$ cat src/rtl/shreg_rr_arbiter.sv
// Round-robin arbiter and write sequencer for one shared register with q/qn outputs.
// Optional burst-lock mode is enabled with the SHREG_LOCK_EN macro (adds the lock port).
module shreg_rr_arbiter #(
  parameter int N_REQ = 4,
  parameter int WIDTH = 8
) (
  input  logic                       clk,
  input  logic                       rst_n,
  input  logic [N_REQ-1:0]           req,
  input  logic [N_REQ*WIDTH-1:0]     wr_data,
`ifdef SHREG_LOCK_EN
  input  logic [N_REQ-1:0]           lock,
`endif
  output logic [N_REQ-1:0]           gnt,
  output logic [$clog2(N_REQ)-1:0]   owner,
  output logic [WIDTH-1:0]           q,
  output logic [WIDTH-1:0]           qn,
  output logic                       wr_done
);

  localparam int PTR_W = $clog2(N_REQ);

  typedef enum logic {S_IDLE, S_GRANT} state_t;

  state_t             r_state;
  logic [N_REQ-1:0]   r_gnt;
  logic [PTR_W-1:0]   r_owner;
  logic [PTR_W-1:0]   r_ptr;
  logic [WIDTH-1:0]   r_q;
  logic               r_wr_done;

  state_t             w_state_nxt;
  logic [N_REQ-1:0]   w_gnt_nxt;
  logic [PTR_W-1:0]   w_owner_nxt;
  logic [PTR_W-1:0]   w_ptr_nxt;
  logic [WIDTH-1:0]   w_q_nxt;
  logic               w_wr_done_nxt;
  logic [PTR_W-1:0]   w_winner;
  logic [WIDTH-1:0]   w_slice;
  logic               w_lock_own;

  function automatic logic [PTR_W-1:0] wrap_inc(input logic [PTR_W-1:0] v);
    if (int'(v) == N_REQ - 1) return '0;
    else                      return v + PTR_W'(1);
  endfunction

  // First set request bit at or after start, wrapping modulo N_REQ.
  function automatic logic [PTR_W-1:0] rr_pick(input logic [N_REQ-1:0] r,
                                               input logic [PTR_W-1:0] start);
    logic [PTR_W-1:0] idx;
    logic [PTR_W-1:0] pick;
    logic             found;
    idx   = start;
    pick  = start;
    found = 1'b0;
    for (int k = 0; k < N_REQ; k++) begin
      if (!found && r[idx]) begin
        pick  = idx;
        found = 1'b1;
      end
      idx = wrap_inc(idx);
    end
    return pick;
  endfunction

  assign w_winner = rr_pick(req, r_ptr);
  assign w_slice  = wr_data[int'(r_owner)*WIDTH +: WIDTH];

`ifdef SHREG_LOCK_EN
  assign w_lock_own = lock[r_owner];
`else
  assign w_lock_own = 1'b0;
`endif

  always_comb begin
    w_state_nxt   = r_state;
    w_gnt_nxt     = r_gnt;
    w_owner_nxt   = r_owner;
    w_ptr_nxt     = r_ptr;
    w_q_nxt       = r_q;
    w_wr_done_nxt = 1'b0;
    case (r_state)
      S_IDLE: begin
        if (|req) begin
          w_state_nxt = S_GRANT;
          w_gnt_nxt   = N_REQ'(1) << w_winner;
          w_owner_nxt = w_winner;
          w_ptr_nxt   = wrap_inc(w_winner);
        end
      end
      S_GRANT: begin
        // Non-owner requests are ignored here; they compete again from IDLE.
        if (req[r_owner]) begin
          w_q_nxt       = w_slice;
          w_wr_done_nxt = 1'b1;
          if (!w_lock_own) begin
            w_state_nxt = S_IDLE;
            w_gnt_nxt   = '0;
          end
        end else begin
          w_state_nxt = S_IDLE;
          w_gnt_nxt   = '0;
        end
      end
      default: begin
        w_state_nxt = S_IDLE;
        w_gnt_nxt   = '0;
      end
    endcase
  end

  always_ff @(posedge clk or negedge rst_n) begin
    if (!rst_n) begin
      r_state   <= S_IDLE;
      r_gnt     <= '0;
      r_owner   <= '0;
      r_ptr     <= '0;
      r_q       <= '0;
      r_wr_done <= 1'b0;
    end else begin
      r_state   <= w_state_nxt;
      r_gnt     <= w_gnt_nxt;
      r_owner   <= w_owner_nxt;
      r_ptr     <= w_ptr_nxt;
      r_q       <= w_q_nxt;
      r_wr_done <= w_wr_done_nxt;
    end
  end

  assign gnt     = r_gnt;
  assign owner   = r_owner;
  assign q       = r_q;
  assign qn      = ~r_q;
  assign wr_done = r_wr_done;

endmodule
$ cat config.mk
export PLATFORM = sky130hd
export DESIGN_NAME = shreg_rr_arbiter
export DESIGN_NICKNAME = d
export VERILOG_FILES = /design/src/rtl/shreg_rr_arbiter.sv
export SDC_FILE = /design/constraint.sdc
export NUM_CORES = 1
export LEC_CHECK = 0
export CAP_MARGIN = 20
export CORE_UTILIZATION = 47
export CTS_CLUSTER_DIAMETER = 80
export DETAILED_ROUTE_END_ITERATION = 16
export PLACE_DENSITY_LB_ADDON = 0.05
export SLEW_MARGIN = 30
export SYNTH_ARGS = -nofsm -noshare
export SYNTH_HDL_FRONTEND = slang
export SYNTH_SLANG_ARGS = --single-unit
$ cat constraint.sdc
create_clock -name clk -period 4.25 [get_ports clk]
set_clock_uncertainty 0.15 [all_clocks]
set_input_delay 0.85 -clock clk [delete_from_list [all_inputs] [get_ports clk]]
set_output_delay 0.85 -clock clk [all_outputs]
set_load 0.05 [all_outputs]
# Yosys cells after proc, flatten, opt, wreduce, memory -nomap -nowiden
# Index checks and enable logic that the tools add are counted.
# word_totals
elab_cells	59
inputBits	38
regBits	18
# classes
reduce_logical	9
n_mux	26
shift	2
n_eq_ne	5
magnitude_cmp	5
bitwise_logic	2
add_sub_neg	4
# ops
operator	count
variable part select 32 x 6 -> 8 bit	1
< comparator 2 x 3 -> 1 bit, second input constant	5
two-way mux 2 bit	7
two-way mux 1 bit	11
binary-select mux 1 bit (select 2 bit)	5
adder 2 x 1 -> 2 bit, second input constant	4
== test 2 x 1 -> 1 bit, second input constant	4
inverter 8 bit	1
one-hot mux 4 bit (2 select lines)	1
two-way mux 4 bit	1
AND reduction 2 bit	2
OR reduction 4 bit	1
<< shifter 1 x 2 -> 4 bit, first input constant	1
logical AND 1 bit	3
logical NOT 1 bit	3
inequality test 2 bit, second input constant	1
one-hot mux 1 bit (2 select lines)	1
inverter 1 bit	1

# Depth between registers and ports, before layout
# logic_depth
depth_word	15
ltp_mapped	11
mapped_depth_nobuf	9

# Least setup slack after synthesis
# No wires, ideal clock.
# synth_timing
kind	input to register
from	in req[0]
to	reg r_ptr[1]
stages	8
required_ps	3975
slack_ps	1296
arrival_ps	2679
path_cell_list	clkbuf_1 buf_2 a31oi_1 o221a_2 a2111oi_2 nor3_1 ha_1 mux2_2
# synth_via
elab_chain_cells	14
word_cells_on_any_way	25
# synth_rtl
element	line	rtl
start, declared	9	input logic [N_REQ-1:0] req,
binary-select mux 1 bit (select 2 bit)	57	if (!found && r[idx]) begin
two-way mux 1 bit (not written as such)	57	
two-way mux 1 bit	57	
logical NOT 1 bit	57	
logical AND 1 bit	57	
two-way mux 1 bit	57	
logical NOT 1 bit	57	
logical AND 1 bit	57	
two-way mux 1 bit	57	
logical NOT 1 bit	57	
logical AND 1 bit	57	
two-way mux 2 bit *	57	
via w_winner[1]	38	logic [PTR_W-1:0] w_winner;
adder 2 x 1 -> 2 bit / == test 2 x 1 -> 1 bit (equally long branches)	44, 43	
two-way mux 2 bit *	43	if (int'(v) == N_REQ - 1) return '0;
end signal, assigned	124	r_ptr <= w_ptr_nxt;
end, declared	28	logic [PTR_W-1:0] r_ptr;
# Mark *: on every way through the listed nets, which the timed path passes. The rest lies on a longest branch. The select of a mux whose other input is x is not followed.
# A chain may end at the register's enable or synchronous reset.

# Worst setup path after layout
# layout_timing
from	in req[3]
to	reg r_ptr[1]
# The elaborated chain is that of the path after synthesis.

==> flow_metrics.py <==
metrics = {
    "placement": {
        "gp_congestion": 0.886,
        "hpwl_microns": 2940,
        "placed_area_sq_um": 2120,
        "portBuffers": 60,
    },
    "sta": {
        "slew_headroom": 0.471,
        "period_needed_ns": 3.45,
        "fin_crit_sh": 0.812,
        "tightest_slew_ns": 0.792,
        "hold_viol_final": 0,
        "setup_viol": 0,
        "whs_ns": 0.386,
        "rsz0062_at_grt": "false",
        "fmax_mhz": 290,
        "tns_ns": 0,
        "slew_violations": 0,
    },
    "routing": {
        "antenna_left": 0,
        "post_drt_wl_per_cell_microns": 14.5,
        "firstDrtPassIters": 4,
        "vias": 1428,
        "wl_microns": 3700,
        "route.detailed.drc": 0,
        "vias_per_cell": 5.60,
        "drtIter0Drc": 58,
    },
    "setup_path": {
        "arrival_ns": 3.49,
        "end_kind": "flop",
        "cp.required_ns": 4.29,
        "cp_cell_sequence": "clkdlybuf4s50_1, mux2i_2, nand2b_1, o221a_2, a2111oi_2, nor3_1, ha_1, mux2_2",
        "r2r_end": "r_ptr[1]",
        "worstReg2RegStart": "r_ptr[1]",
        "crit_type": "in -> reg",
        "reg2reg_depth": 8,
        "worst-path-max-fanout": 13,
        "cp_slowest_cell": "clkdlybuf4s50_1",
        "r2r_setup_slack_ns": 0.95,
        "crit_path_max_incr_delay_ns": 0.63,
        "critPathLaunchType": "input pin",
    },
    "finish": {
        "syn_to_final_growth_pct": 40.5,
        "final_area_sq_um": 2150,
        "layout.area.seq_sq_um": 450,
        "fillers": 260,
        "layout-drive-gt1-share": 0.118,
        "diodes": 0,
        "multi_input_area_sq_um": 948,
        "finalNetCount": 255,
    },
    "synthesis": {
        "syn_area_per_cell_sq_um": 9.53,
        "ys_ff_latch": 18,
        "ys_seq_area_frac": 0.294,
        "mappedNetlistArea_sq_um": 1530,
        "synth_edf_count": 0,
        "syn_nets": 204,
        "synthArstFlopShare": 1.00,
        "synthCells": 161,
        "synthTopCellsByArea": "dfrtp_1 29%, mux4_2 15%, o21ai_0 4.2%, ha_1 4.1%, nand2_1 3.7%",
        "synth_ff_type": "dfrtp_1",
        "synth.distinct_cells": 48,
        "synth_top_area_cell": "dfrtp_1",
        "yosysWarnings": 0,
        "netlist.area_leader.share": 0.294,
    },
    "floorplanning": {
        "core_sq_um": 3080,
        "die_y_microns": 59.1,
        "ios": 61,
        "dieArea_sq_um": 3500,
        "die_w_microns": 59.1,
        "rows": 20,
        "start_util": 0.498,
    },
    "clock_network": {
        "cts_tree": "built",
        "cts_root_buf": "clkbuf_4",
        "cts_hold_buf": 0,
        "path_clk_slew_ns": 0.10,
        "cts_resized": 0,
        "cts_buffers": 3,
        "clock_sinks": 18,
        "clock_latency_ns": 0.29,
        "htreeDepth": 1,
        "clk_path_buf_depth": 2,
        "postCtsSetupRepairBufs": 0,
    },
    "grt": {
        "grt_max_degree": 27,
        "grt_use_total": 0.228,
        "grt_pass1_wl_microns": 5940,
        "grt_pass1_vias": 1305,
        "antenna_found_initial": 0,
        "overflow": 0,
    },
    "power": {
        "p_leak_nw": 0.871,
        "vdd_ir_drop_max_mv": 0.286,
        "power_per_cell_area_nw_per_um2": 823,
    },
    "worst_hold_path": {
        "worstHoldPathCells": 2,
        "min_to": "gnt[2]",
        "hp-start": "gnt[2]",
        "hp-class": "reg -> reg",
    },
    "run": {
        "maxCapViolations": 0,
    },
    "outcome": {
        "status": "finished, final reports clean",
    },
}
[state kept, by name, summed over array words and instances, names as in the netlist]
signal / cells
q: 8
r_state: 1
r_ptr: 2
owner: 2
wr_done: 1
gnt: 4
[cell families (layout without fill, tap and decap cells)]
| logic type | after synthesis | count (layout) | share of synthesized area |
|---|---|---|---|
| AOI/OAI and AO/OA | 35 | 35 | 0.168 |
| buffers and inverters | 30 | 80 | 0.0881 |
| muxes | 18 | 18 | 0.203 |
| and+or+nand+nor | 55 | 55 | 0.206 |
| DFF | 18 | 18 | 0.294 |
| adders and majority gates | 5 | 5 | 0.0408 |
[final cells by class]
cell class / instances / area share
clock buffer: 4 / 0.0168
inverter: 15 / 0.0261
multi-input combinational: 113 / 0.440
sequential: 18 / 0.209
tap: 44 / 0.0256
timing repair buffer: 61 / 0.282
[worst max-delay path, delay by kind of cell]
kind,cells,cell delay (ns)
fa+ha+maj,1,0.31
simple gates,2,0.30
mux,2,0.65
buf+inv,1,0.63
compound gates,2,0.74
[per-layer routing]
metal / global-route usage / vias to the layer above / routed length [microns] / part of all wire
met1: 0.290 / 689 / 1540 / 0.42
met3: 0.0262 / 2 / 148 / 0.040
met2: 0.414 / 50 / 1990 / 0.54
met5: 0 / - / 0 / 0
met4: 0.0510 / 0 / 21 / 0.0057
li1: - / 687 / - / -
[layout by cell type, fill, tap and decap left out, types with 2 or more instances in the layout]
cell type        instances
ha_1                     5
mux2i_1                  5
a21oi_1                  3
and3b_1                  2
nor3_1                   2
mux4_2                  10
clkdlybuf4s50_1         60
and2_1                   2
nand2_1                 15
mux2_2                   2
nor4b_1                  4
nor2_1                   9
a31oi_1                  3
nand2b_1                 4
clkbuf_4                 3
a21o_1                   4
inv_1                   14
dfrtp_1                 18
o21ai_0                 13
nor3b_1                  4
nor2b_1                  2
[report_power, final]
group | internal [W] | switching [W] | total, W
combinational | 0.000538 | 0.000792 | 0.00133
sequential | 0.000247 | 0.0000922 | 0.000339
clock | 0.0000522 | 0.0000519 | 0.000104
[worst max-delay path by stage]
stage	start	endpoint	slack, ns	depth (start not counted)
final	req[3]	r_ptr[1]	0.80	8
after global routing	req[3]	r_ptr[1]	0.64	8
after CTS	req[3]	r_ptr[1]	0.84	8
after detailed placement	req[3]	r_ptr[1]	0.52	8
after global placement	req[3]	r_ptr[1]	0.65	8
after floorplan	req[0]	r_ptr[1]	1.30	8
[per-stage QoR]
step	util	worst slack, ns	total power (W)	cells
2_1_floorplan	-	1.30	0.00133	161
3_5_place_dp	0.688	0.519	0.00167	251
3_3_place_gp	0.688	0.653	0.00164	251
6_report	0.700	0.799	0.00177	255
4_1_cts	0.700	0.838	0.00178	255
5_1_grt	0.700	0.636	0.00191	255
[Yosys cell counts (2+ instances only)]
cell / instances
mux4_2: 10
buf_2: 9
nand2b_1: 4
nor2_1: 9
ha_1: 5
and2_1: 2
inv_1: 14
a21oi_1: 3
nor2b_1: 2
nand2_1: 15
mux2_2: 2
a31oi_1: 3
nor3b_1: 4
o21ai_0: 13
mux2i_1: 5
nor4b_1: 4
clkbuf_1: 4
and3b_1: 2
dfrtp_1: 18
a21o_1: 4
nor3_1: 2
No activity file was read; power rests on OpenSTA's default activity.
